===== src/rtl/uart_pkg.sv =====
// Shared UART definitions: parity modes, transmitter state encoding and
// the parity helper used when a byte is accepted.
package uart_pkg;

  localparam int PARITY_NONE       = 0;
  localparam int PARITY_EVEN       = 1;
  localparam int PARITY_ODD        = 2;
  localparam int DEFAULT_DATA_BITS = 8;

  typedef enum logic [2:0] {
    IDLE  = 3'd0,
    ALIGN = 3'd1,
    START = 3'd2,
    DATA  = 3'd3,
    PAR   = 3'd4,
    STOP  = 3'd5
  } tx_state_e;

  // Payload is zero-extended to 8 bits by the caller, so padding does not
  // disturb the XOR. Odd parity is the inverse of the even result.
  function automatic logic parity_bit(input logic [7:0] data, input int mode);
    logic even_bit;
    even_bit = ^data;
    if (mode == PARITY_ODD) begin
      parity_bit = ~even_bit;
    end else begin
      parity_bit = even_bit;
    end
  endfunction

endpackage


===== src/rtl/uart_baud_strobe.sv =====
// Turns the divided baud square wave into a one-cycle strobe on each rising
// edge. The input is already in the i_clk domain, so one register suffices.
module uart_baud_strobe
  import uart_pkg::*;
(
  input  logic i_clk,
  input  logic i_rst,
  input  logic i_baud,
  output logic o_tick
);

  logic baud_q;

  // Remember last cycle's baud level for edge detection.
  always_ff @(posedge i_clk) begin
    if (i_rst) begin
      baud_q <= 1'b0;
    end else begin
      baud_q <= i_baud;
    end
  end

  assign o_tick = i_baud & ~baud_q;

endmodule


===== src/rtl/uart_tx.sv =====
// UART transmitter: accepts a byte over valid/ready, waits for the next baud
// tick and then shifts start, data (LSB first), optional parity and stop bits
// onto o_tx, one bit per baud period.
module uart_tx
  import uart_pkg::*;
#(
  parameter int DATA_BITS = DEFAULT_DATA_BITS,
  parameter int PARITY    = PARITY_NONE,
  parameter int STOP_BITS = 1
) (
  input  logic                 i_clk,
  input  logic                 i_rst,
  input  logic                 i_baud,
  input  logic [DATA_BITS-1:0] i_data,
  input  logic                 i_valid,
  output logic                 o_ready,
  output logic                 o_tx,
  output logic                 o_busy,
  output logic                 o_done
);

  localparam int IDX_W = $clog2(DATA_BITS);

  tx_state_e            state_q;
  logic [DATA_BITS-1:0] shreg_q;
  logic [IDX_W-1:0]     idx_q;
  logic                 stop_q;
  logic                 par_q;
  logic                 tx_q;
  logic                 ready_q;
  logic                 busy_q;
  logic                 done_q;

  logic                 tick;
  logic                 accept;
  logic [7:0]           data_ext;
  logic                 par_d;

  uart_baud_strobe u_strobe (
    .i_clk  (i_clk),
    .i_rst  (i_rst),
    .i_baud (i_baud),
    .o_tick (tick)
  );

  assign accept = i_valid & ready_q;

  // Zero-extend the payload and compute its parity at accept time.
  always_comb begin
    data_ext                = 8'h00;
    data_ext[DATA_BITS-1:0] = i_data;
    par_d                   = parity_bit(data_ext, PARITY);
  end

  // Frame sequencer; every output is registered and moves only on a tick
  // (or on accept / reset), so each bit lasts exactly one baud period.
  always_ff @(posedge i_clk) begin
    if (i_rst) begin
      state_q <= IDLE;
      shreg_q <= '0;
      idx_q   <= '0;
      stop_q  <= 1'b0;
      par_q   <= 1'b0;
      tx_q    <= 1'b1;
      ready_q <= 1'b1;
      busy_q  <= 1'b0;
      done_q  <= 1'b0;
    end else begin
      done_q <= 1'b0;
      case (state_q)
        IDLE: begin
          // A tick coinciding with accept is deliberately not used here.
          if (accept) begin
            shreg_q <= i_data;
            par_q   <= par_d;
            idx_q   <= '0;
            stop_q  <= 1'b0;
            ready_q <= 1'b0;
            busy_q  <= 1'b1;
            state_q <= ALIGN;
          end
        end
        ALIGN: begin
          if (tick) begin
            tx_q    <= 1'b0;
            state_q <= START;
          end
        end
        START: begin
          if (tick) begin
            tx_q    <= shreg_q[0];
            idx_q   <= '0;
            state_q <= DATA;
          end
        end
        DATA: begin
          if (tick) begin
            if (idx_q == IDX_W'(DATA_BITS - 1)) begin
              if (PARITY != PARITY_NONE) begin
                tx_q    <= par_q;
                state_q <= PAR;
              end else begin
                tx_q    <= 1'b1;
                state_q <= STOP;
              end
            end else begin
              shreg_q <= {1'b0, shreg_q[DATA_BITS-1:1]};
              tx_q    <= shreg_q[1];
              idx_q   <= idx_q + IDX_W'(1);
            end
          end
        end
        PAR: begin
          if (tick) begin
            tx_q    <= 1'b1;
            state_q <= STOP;
          end
        end
        STOP: begin
          if (tick) begin
            if (stop_q == 1'(STOP_BITS - 1)) begin
              done_q  <= 1'b1;
              ready_q <= 1'b1;
              busy_q  <= 1'b0;
              state_q <= IDLE;
            end else begin
              stop_q <= 1'b1;
            end
          end
        end
        default: begin
          tx_q    <= 1'b1;
          ready_q <= 1'b1;
          busy_q  <= 1'b0;
          state_q <= IDLE;
        end
      endcase
    end
  end

  assign o_tx    = tx_q;
  assign o_ready = ready_q;
  assign o_busy  = busy_q;
  assign o_done  = done_q;

endmodule


===== config.mk =====
export PLATFORM = sky130hd
export DESIGN_NAME = uart_tx
export DESIGN_NICKNAME = d
export VERILOG_FILES = /design/src/rtl/uart_pkg.sv /design/src/rtl/uart_baud_strobe.sv /design/src/rtl/uart_tx.sv
export SDC_FILE = /design/constraint.sdc
export NUM_CORES = 1
export LEC_CHECK = 0
export BUFFER_PORTS_ARGS = -buffer_cell sky130_fd_sc_hd__buf_2
export CORE_UTILIZATION = 45
export CTS_BUF_LIST = sky130_fd_sc_hd__clkbuf_8
export CTS_CLUSTER_SIZE = 16
export DETAILED_ROUTE_END_ITERATION = 8
export GPL_TIMING_DRIVEN = 0
export PLACE_DENSITY = 0.66
export SYNTH_ARGS = -nofsm -noshare
export SYNTH_HDL_FRONTEND = slang
export SYNTH_SLANG_ARGS = --single-unit

===== constraint.sdc =====
create_clock -name i_clk -period 3.7 [get_ports i_clk]
set_input_delay 0.74 -clock i_clk [delete_from_list [all_inputs] [get_ports i_clk]]
set_output_delay 0.74 -clock i_clk [all_outputs]
set_load 0.01 [all_outputs]

# Word-level counts from Yosys, hierarchy flattened
# Index checks and enable logic that the tools add are counted.
dict set report classes {
  addsub 1
  n_eq_ne 15
  n_mux 36
  bitwise 7
  n_reduce_logical 13
}
# cell n
set op_table {}
lappend op_table {{$mux 3} 12}
lappend op_table {{$mux 8} 3}
lappend op_table {{$ne 2x2->1 const B} 9}
lappend op_table {{$pmux 3 s6} 1}
lappend op_table {{$pmux 8 s2} 1}
lappend op_table {{$mux 1} 14}
lappend op_table {{$reduce_and 5->1} 2}
lappend op_table {{$eq 3x3->1 const B} 3}
lappend op_table {{$pmux 3 s3} 1}
lappend op_table {{$reduce_and 4->1} 2}
lappend op_table {{$reduce_and 8->1} 1}
lappend op_table {{$eq 3x2->1 const B} 2}
lappend op_table {{$pmux 1 s3} 2}
lappend op_table {{$not 1->1} 5}
lappend op_table {{$pmux 1 s5} 1}
lappend op_table {{$reduce_bool 2->1} 2}
lappend op_table {{$reduce_or 4->1} 1}
lappend op_table {{$add 3x1->3 const B} 1}
lappend op_table {{$eq 3x1->1 const B} 1}
lappend op_table {{$logic_not 3->1} 1}
lappend op_table {{$reduce_and 3->1} 1}
lappend op_table {{$reduce_bool 3->1} 1}
lappend op_table {{$reduce_or 3->1} 1}
lappend op_table {{$and 1x1->1} 2}
lappend op_table {{2 further kinds} 2}
dict set report totals {
  reg_bits 20
  output_inout_bits 4
}

# Longest topological paths before layout
# Gate-level depths: netlist of the first run.
dict set report logic_depth {
  word_depth 4
  ltp_mapped 6
}

# By module
# From an unflattened synthesis of the first run, not the netlist that was laid out.
dict set report hier_totals {
  hier_cells 117
  area_unflattened_um2 989.7
}
# module n_inst cells_each area_each_um2
set by_module_without_submodules {}
lappend by_module_without_submodules {uart_tx 1 114 942.2}
lappend by_module_without_submodules {uart_baud_strobe 1 3 47.5}

# Least setup slack after synthesis of the first run
# Ideal clock, no wire load.
dict set report synth_timing {
  path_type {input port to flip-flop}
  startpoint {input port i_baud}
  endpoint {register idx_q[1]}
  setup_time_ns 0.070
  t_arrival_ns 1.708
  required_ns 3.630
  setup_slack_ns 1.922
  cell_stages 4
  path_buffers 0
  path_cell_list {nand2b_4 > a221o_1 > or4b_1 > a21oi_1}
}
dict set report synth_between {
  elab_chain_cells 3
}
# item line
set synth_rtl {}
lappend synth_rtl {{start: declaration} uart_tx.sv:13} ;# input logic i_baud,
lappend synth_rtl {{$and 1x1->1 (*)} uart_baud_strobe.sv:23} ;# assign o_tick = i_baud & ~baud_q;
lappend synth_rtl {{$ne 2x2->1 (no line)} -}
lappend synth_rtl {{$reduce_and 5->1 (no line) (*)} -}
lappend synth_rtl {{end signal: assignment} uart_tx.sv:109} ;# idx_q <= idx_q + IDX_W'(1);
lappend synth_rtl {{end: declaration} uart_tx.sv:26} ;# logic [IDX_W-1:0] idx_q;
# Every way passes the cells marked *; elsewhere a longest branch is shown, timed or not.
# A chain may end at the register's enable or synchronous reset.

# Worst setup path after layout of the first run
dict set report layout_timing {
  startpoint {register idx_q[0]}
  endpoint {register idx_q[2]}
}
dict set report layout_between {
  elab_chain_cells 4
}
# item line
set layout_rtl {}
lappend layout_rtl {{$add 3x1->3} uart_tx.sv:109}
lappend layout_rtl {{$mux 3} uart_tx.sv:98} ;# if (idx_q == IDX_W'(DATA_BITS - 1)) begin
lappend layout_rtl {{$mux 3} uart_tx.sv:97} ;# if (tick) begin
lappend layout_rtl {{$pmux 3 s3} uart_tx.sv:70} ;# case (state_q)
# Several ways; a longest one is shown, not always the timed one. The select of a mux whose other input is x is not followed.

==> metrics, run 1 <==
clock transition at the registers of the reported paths 0.07 ns; Final Skew 0.00344 ns; WL final between 2000 and 2500 microns; R2R Setup Slk roughly 1.9 ns; Worst EP required 3.88 ns; GR Layer Usage met2 0.311; P_int 337 uW; sequential area share after synthesis 0.380; floorplan row count 16; vias in the first global route 776; max_slew headroom 0.672; DRT iter0 DRCs 7; I/O Buffers 15; largest net degree at the start of global routing 11; pwr dens 403 nW/um^2; Post-synth ARST share 0; peak supply drop 211 uV; CP Class flop to flop; arrival time at the worst endpoint between 2 and 2.5 ns; Gate power share 0.193; DRT Pass-1 Iters 4; total negative slack 0 ns; number of setup buffers added after CTS 0; vias per inst between 5 and 6; clock sink count 19; clock share of power 0.304; switching share of power 0.278; Starting Density 0.496; Hold Vio Cnt, Final 0; post-synth top area cell dfxtp_1; Post-synth EDFFs 0; core area 2020 sq um; placed cell area around 1100 sq um; worst r2r dst idx_q[2]$_SDFFE_PP0P_; # fillers 191; Worst-Margin Slew approximately 0.49 ns; Finished Cell Area ~1200 sq um; CTS tree yes; Worst setup EP type flop; Clock Tree Buf Depth 2; GRT busiest layer met2; Most used DFF post-synth dfxtp_1; post-CTS sizing 0; CP startpoint kind flop; routing usage on met3 0.0312; post-layout util 0.572; clock latency on the worst-skew pair 0.25 ns; area grow syn2layout 15.4%; Max Transition Viols Final 0; worst r2r path cells 5; top area cells in the synthesized netlist dfxtp_1 38%, mux2i_1 8.0%, a211oi_1 5.2%; final antenna-violating net count 0; CTS buffer count 3; Yosys warning count 0; hold path cells 2; FF+latch count, synth 19; die span in y 49.2 microns; Top-Level Pins 16; Synth cell types 35; min cycle time layout 1.85 ns; Syn Nets around 120; syn avg cell area 9.45 sq um; setup violators final 0; status finished clean; GPL Wtd Cong around 0.76; DP HPWL 1480 microns; routing usage on met1 0.243; die width approximately 49 microns; Max FO, Critical Path 6; nets roughly 140; Post-route DRC 0; root buffer cell clkbuf_8; DR WL/cell between 10 and 15 microns; Reg power frac 0.502; Reg2Reg Launch Point idx_q[0]$_SDFFE_PP0P_; RSZ-0062 raised after global routing no; total number of vias about 840; share of the synthesized area in the top cell type 0.380; Tcrit/Tclk final 0.499; GRT overflow 0; first-pass GRT wire length 3520 microns; layout cell share with drive strength beyond 1 0.208; die area about 2400 sq um; synthesized cell area approximately 1000 sq um; initial antenna violation count 0; CTS H-tree depth 1; n_diodes 0; max_cap viols 0; Hold Path Class flop to flop; GRT Resource Usage Total 0.190; hold_buf cts 0; sw power approximately 130 uW; Pleak 0.526 nW; min-delay src shreg_q[7]$_SDFFE_PP0P_; Syn Inst Count 106; FMAX 541 MHz; sink of the worst hold path shreg_q[7]$_SDFFE_PP0P_
## synth_stat cells, drive strengths merged, types with 3 or more instances
cell type,instances
a211oi,7
a21boi,3
a21oi,9
buf,5
clkbuf,3
dfxtp,19
ha,3
mux2i,8
nand3b,3
nor2,12
o21ai,6
## how the worst max path moves through the flow
stage | from | end | slack, ns | cells after the start
finish | idx_q[0]$_SDFFE_PP0P_ | idx_q[2]$_SDFFE_PP0P_ | 1.85 | 5
global route | idx_q[0]$_SDFFE_PP0P_ | idx_q[1]$_SDFFE_PP0P_ | 1.73 | 5
CTS | idx_q[0]$_SDFFE_PP0P_ | idx_q[1]$_SDFFE_PP0P_ | 1.85 | 5
detailed placement | i_baud | idx_q[1]$_SDFFE_PP0P_ | 1.69 | 5
global placement | i_baud | state_q[1]$_SDFFE_PP0P_ | 1.69 | 4
floorplan | i_baud | idx_q[1]$_SDFFE_PP0P_ | 1.92 | 4
## critical path: stages (launching register included)
cell     delay (ns)
dfxtp_1        0.32
ha_1           0.23
ha_1           0.20
a221o_1        0.40
or4b_1         0.48
a21oi_1        0.15
## per-stage QoR
| stage | hold WS (ns) | cells | setup WS [ns] | total power, mW |
|---|---|---|---|---|
| after CTS | 0.501 | 152 | 1.85 | 0.471 |
| after detailed placement | 0.486 | 148 | 1.69 | 0.329 |
| after global routing | 0.528 | 152 | 1.73 | 0.492 |
| after global placement | 0.465 | 148 | 1.69 | 0.326 |
| after floorplan | 0.453 | 106 | 1.92 | 0.303 |
| final | 0.496 | 152 | 1.85 | 0.466 |
## final cells by class
type	count	area, sq um	area share
multi-input cells	77	561	0.485
plain buffers	8	53.8	0.0465
clock inverters	1	3.75	0.00325
repair buffers	15	75.1	0.0649
well taps	27	33.8	0.0292
flip-flops and latches	19	380	0.329
clock buffers	3	41.3	0.0357
inverters	2	7.51	0.00649
## layout by cell type (no fill, tap or decap), types with 3 or more instances in the layout
cell      count
dfxtp_1      19
buf_2        16
nor2_1       12
a21oi_1       9
mux2i_1       8
a211oi_1      7
o21ai_0       6
clkbuf_1      3
inv_1         3
a21boi_0      3
ha_1          3
clkbuf_8      3
## flip-flops by register name, indices dropped and copies added (netlist names)
| name | count |
|---|---|
| state_q | 3 |
| shreg_q | 8 |
| idx_q | 3 |
| o_ready | 1 |
| u_strobe.baud_q | 1 |
| o_done | 1 |
| o_busy | 1 |
| o_tx | 1 |
## logic make-up (layout without fill, tap and decap cells)
family	count (synthesis)	after routing	synth area share
flip-flops	19	19	0.380
adder cells (fa/ha/maj)	3	3	0.0375
multiplexers	8	8	0.0799
XOR/XNOR	1	1	0.00874
AND/OR/NAND/NOR	32	32	0.199
AO/OA/AOI/OAI	33	33	0.235
buffers and inverters	10	29	0.0612
## power groups by stage
stage	Clock, mW	Combinational (mW)	Sequential [mW]
6_report	0.142	0.0901	0.234
5_1_grt	0.154	0.101	0.237
4_1_cts	0.146	0.0908	0.234
3_5_place_dp	0	0.0904	0.238
3_3_place_gp	0	0.0882	0.237
2_1_floorplan	0	0.0656	0.237
## metal layers
| metal | up-vias | wire, microns |
|---|---|---|
| met5 | - | 0 |
| met4 | 0 | 29 |
| met3 | 4 | 70 |
| met2 | 21 | 973 |
| met1 | 387 | 983 |
| li1 | 431 | - |
(Power assumes the default switching activity.)
==> run 2, diff against run 1 <==
==> constraint.sdc (replaced) <==
create_clock -name i_clk -period 1.7 [get_ports i_clk]
set_input_delay 0.34 -clock i_clk [delete_from_list [all_inputs] [get_ports i_clk]]
set_output_delay 0.34 -clock i_clk [all_outputs]
set_load 0.01 [all_outputs]
==> metrics, run 2 (same netlist as run 1, synthesis figures left out) <==
status complete, but fails checks; failing checks negative setup slack; Starting Density 0.496; Worst setup EP type flop; Clock Tree Buf Depth 2; multi-input logic area 597 sq um; Final Skew 0.00120 ns; peak supply drop roughly 560 uV; # fillers roughly 180; DRT iter0 DRCs 15; RSZ-0062 raised after global routing yes; DR WL/cell 13.6 microns; total number of vias 887; initial antenna violation count 0; Crit path top cell by count ha_4; most frequent cells in the layout 17 x dfxtp_1, 16 x buf_2, 12 x nor2_1, 9 x buf_4, 8 x mux2i_1; biggest regs shreg_q (8), idx_q (3), state_q (3); slowest CP cell or4b_4; Max FO, Critical Path 5; max reg flops 8; nets around 150; arrival time at the worst endpoint around 1.9 ns; CP Buf/Inv Count 0; clock latency on the worst-skew pair between 0.2 and 0.3 ns; delay-heaviest family, CP compound AO/OA/AOI/OAI gates; max_slew headroom 0.635; clock sink count 19; Tcrit/Tclk final 1.03; n_diodes 0; Worst EP required 1.89 ns; CP Class flop to flop; commonest non-fill, non-tap cell in the layout dfxtp_1; FF/Latch Area approximately 380 sq um; post-layout util 0.617; die span in y between 40 and 50 microns; Finished Cell Area 1250 sq um; Hold Path Class input port to flop; Max Transition Viols Final 0; core area between 2000 and 2500 sq um; final antenna-violating net count 0; clock transition at the registers of the reported paths 0.07 ns; layout cell share with drive strength beyond 1 0.303; CP max stage delay 0.50 ns; hold_buf cts 0; die width 49.2 microns; CTS H-tree depth 1; area grow syn2layout 24.5%; vias in the first global route 835; placed cell area 1110 sq um; DRT Pass-1 Iters 4; FMAX 572 MHz; GPL Wtd Cong 0.763; register with the most flip-flops shreg_q; Cell Chain, Critical Path ha_4 > ha_4 > a221o_1 > or4b_4 > a21oi_2; Hold Vio Cnt, Final 0; largest net degree at the start of global routing 11; max_cap viols 0; root buffer cell clkbuf_8; DP HPWL 1540 microns; vias per inst 5.58; pwr dens slightly above 800 nW/um^2; die area 2420 sq um; Pleak about 0.56 nW; GRT Resource Usage Total 0.202; GRT overflow 0; min cycle time layout approximately 1.7 ns; CTS tree yes; floorplan row count 16; setup ws final -0.0481 ns; I/O Buffers 15; WL final 2160 microns; CP startpoint kind flop; CTS buffer count 3; Worst-Margin Slew about 0.55 ns; Top-Level Pins 16; first-pass GRT wire length approximately 3800 microns; total negative slack -0.0976 ns; Fin Hold WS slightly below 0.4 ns; Post-route DRC 0; setup violators final 3
run 2: cell types whose count changed in the layout (fill, tap and decap cells not counted):
cell	previous run	this run
or4b_1	2	1
ha_1	3	1
a21oi_1	9	7
dfxtp_2	0	2
or4b_4	0	1
buf_4	2	9
ha_4	0	2
a21oi_2	0	2
dfxtp_1	19	17
run 2: timing repair:
action	4_1_cts	5_1_grt
pin swaps	9	7
buffers inserted	2	5
endpoints found under the setup margin	6	5
hold endpoints to repair	0	0
resized for setup	6	3
run 2: power breakdown:
part	total, mW	switching (mW)	internal [mW]
logic	0.217	0.114	0.104
registers	0.508	0.0253	0.483
clock network	0.309	0.148	0.161
run 2: worst paths after layout:
check / startpoint / cells past startpoint / end / slack [ns]
hold / removal: i_baud / 2 / u_strobe.baud_q$_SDFF_PP0_ / 0.39
setup / recovery: idx_q[1]$_SDFFE_PP0P_ / 5 / idx_q[2]$_SDFFE_PP0P_ / -0.05
setup reg to reg: idx_q[1]$_SDFFE_PP0P_ / 5 / idx_q[2]$_SDFFE_PP0P_ / -0.05
hold reg to reg: o_busy$_SDFFE_PP0P_ / 2 / o_busy$_SDFFE_PP0P_ / 0.50
run 2: area by class of cell:
type / count / area share
Multi-Input combinational cell: 77 / 0.478
Clock buffer: 3 / 0.0331
Inverter: 2 / 0.00602
Timing Repair Buffer: 22 / 0.102
Clock inverter: 1 / 0.00301
Tap cell: 27 / 0.0271
Buffer: 8 / 0.0431
Sequential cell: 19 / 0.307
run 2: layer usage:
| layer | routed length [microns] | GRT usage | share of wire |
|---|---|---|---|
| met5 | 0 | 0 | 0 |
| met3 | 37 | 0.0312 | 0.017 |
| met2 | 1090 | 0.329 | 0.50 |
| met1 | 1020 | 0.258 | 0.47 |
| met4 | 13 | 0.0931 | 0.0060 |
run 2: through the flow:
| step | setup WS [ns] | total power, mW | std cells |
|---|---|---|---|
| final | -0.0481 | 1.03 | 159 |
| after global routing | -0.0927 | 1.09 | 159 |
| after CTS | -0.0807 | 1.02 | 154 |
| after detailed placement | -0.117 | 0.716 | 148 |
| after global placement | -0.0714 | 0.708 | 148 |
| after floorplan | 0.00911 | 0.659 | 106 |
==> run 3, diff against run 2 <==
--- a/config.mk
+++ b/config.mk
@@ -14,4 +14,5 @@
 export PLACE_DENSITY = 0.66
 export SYNTH_ARGS = -nofsm -noshare
 export SYNTH_HDL_FRONTEND = slang
+export SYNTH_HIERARCHICAL = 1
 export SYNTH_SLANG_ARGS = --single-unit
==> metrics, run 3 <==
CTS tree yes; setup violators final 0; Most used DFF post-synth dfxtp_1; max_cap viols 0; most frequent cells in the layout 18 x dfxtp_1, 16 x buf_2, 14 x nor3_1, 10 x a21oi_1, 8 x nor2_1; initial antenna violation count 0; I/O Buffers 15; Worst setup EP type flop; root buffer cell clkbuf_8; layout cell share with drive strength beyond 1 0.360; Fin Hold WS 0.271 ns; Worst EP required 1.83 ns; arrival time at the worst endpoint 1.77 ns; Max FO, Critical Path 8; routing usage on met1 0.259; share of the synthesized area in the top cell type 0.384; total number of vias 878; DRT Pass-1 Iters 4; RSZ-0062 raised after global routing no; Post-synth EDFFs 0; max reg flops 8; routing usage on met3 0.0312; WL final 2130 microns; Yosys warning count 6; Clock Tree Buf Depth 2; Pleak 0.472 nW; min cycle time layout 1.64 ns; hold_buf cts 0; first-pass GRT wire length 3720 microns; max_slew headroom 0.660; Starting Density 0.489; Synth cell types 36; die width 48.9 microns; post-synth top area cell dfxtp_1; FMAX 610 MHz; CTS H-tree depth 1; DRT iter0 DRCs 26; DR WL/cell between 10 and 15 microns; Syn Nets 131; synthesized cell area about 990 sq um; n_diodes 0; Post-route DRC 0; GRT busiest layer met2; Final Skew 0.00404 ns; count leader, synth dfxtp_1; FF/Latch Area 382 sq um; Synth top cells by count 19 x dfxtp_1, 15 x a21oi_1, 14 x nor3_1; floorplan row count 16; pre-CTS setup slack -0.263 ns; biggest regs shreg_q (8), idx_q (3), state_q (3); vias per inst 5.39; clock sink count 19; CTS buffer count 3; sequential area share after synthesis 0.384; clock transition at the registers of the reported paths 0.07 ns; die span in y approximately 49 microns; Worst-Margin Slew 0.509 ns; register with the most flip-flops shreg_q; pwr dens 872 nW/um^2; peak supply drop 647 uV; GPL Wtd Cong 0.789; syn avg cell area 8.46 sq um; commonest non-fill, non-tap cell in the layout dfxtp_1; Power Total 1.06 mW; Hold Path Class input port to flop; Post-synth ARST share 0; Top-Level Pins 16; FF+latch count, synth 19; clock latency on the worst-skew pair ~0.26 ns; GRT Resource Usage Total 0.199; core area 2020 sq um; Max Transition Viols Final 0; status finished clean; top area cells in the synthesized netlist dfxtp_1 38%, mux2_2 8.0%, a21oi_1 7.6%; die area around 2400 sq um; vias in the first global route 873; largest net degree at the start of global routing 12; area grow syn2layout 23.0%; GRT overflow 0; Hold Vio Cnt, Final 0; CP Class flop to flop; Syn Inst Count 117; final antenna-violating net count 0; nets 151; CP startpoint kind flop; multi-input logic area 608 sq um; # fillers 199; Tcrit/Tclk final 0.965; GR Layer Usage met2 0.315; DP HPWL about 1500 microns; setup ws final 0.0595 ns
## run 3: layer usage
metal / vias up / wire length (microns) / part of all wire
met1: 402 / 1080 / 0.51
met2: 16 / 963 / 0.45
met5: - / 0 / 0
li1: 456 / - / -
met3: 4 / 54 / 0.025
met4: 0 / 29 / 0.014
## run 3: layout make-up
type / instances / area share
Multi-Input combinational cell: 84 / 0.499
Sequential cell: 19 / 0.313
Timing Repair Buffer: 18 / 0.0802
Clock buffer: 3 / 0.0339
Tap cell: 27 / 0.0277
Buffer: 6 / 0.0257
Inverter: 5 / 0.0154
Clock inverter: 1 / 0.00411
## run 3: path summary, 6_finish.rpt
check / cells past startpoint / start / slack, ns / end
min: 2 / i_rst / 0.27 / u_strobe/baud_q$_SDFF_PP0_
max reg2reg: 5 / idx_q[0]$_SDFFE_PP0P_ / 0.06 / shreg_q[3]$_SDFFE_PP0P_
max: 5 / idx_q[0]$_SDFFE_PP0P_ / 0.06 / shreg_q[3]$_SDFFE_PP0P_
min reg2reg: 2 / shreg_q[7]$_SDFFE_PP0P_ / 0.47 / shreg_q[7]$_SDFFE_PP0P_
## run 3: kinds of logic (layout without fill, tap and decap cells)
family,Yosys count,after routing,share of synthesized area
multiplexers,7,7,0.0797
adder cells (fa/ha/maj),2,2,0.0253
buffers and inverters,14,33,0.0632
flip-flops,19,19,0.384
AND/OR/NAND/NOR,45,45,0.263
AO/OA/AOI/OAI,30,30,0.185
## run 3: critical path, cell delays in order (launching register included)
cell and delay (ns):
dfxtp_2 0.34, ha_4 0.16, ha_4 0.17, or4b_4 0.60
a21oi_1 0.17, nor3_1 0.06
## run 3: report_power, final
part           internal, mW  switching [mW]  leakage (nW)
Sequential            0.485          0.0228         0.156
Clock                 0.163           0.156        0.0255
Combinational         0.105           0.129         0.290
## run 3: timing repair
item	4_1_cts	5_1_grt
pin swaps	1	4
resized for setup	6	10
endpoints found under the setup margin	11	10
gates cloned	0	0
buffers inserted	0	3
## run 3: through the flow
stage                      util  instances  cell area [sq um]  TNS (ns)
final                     0.602        163               1220         0
after global routing      0.602        163               1220         0
after CTS                 0.574        162               1160         0
after detailed placement  0.543        159               1100     -2.22
after global placement    0.543        159               1100     -2.09
after floorplan               -        117                990         0
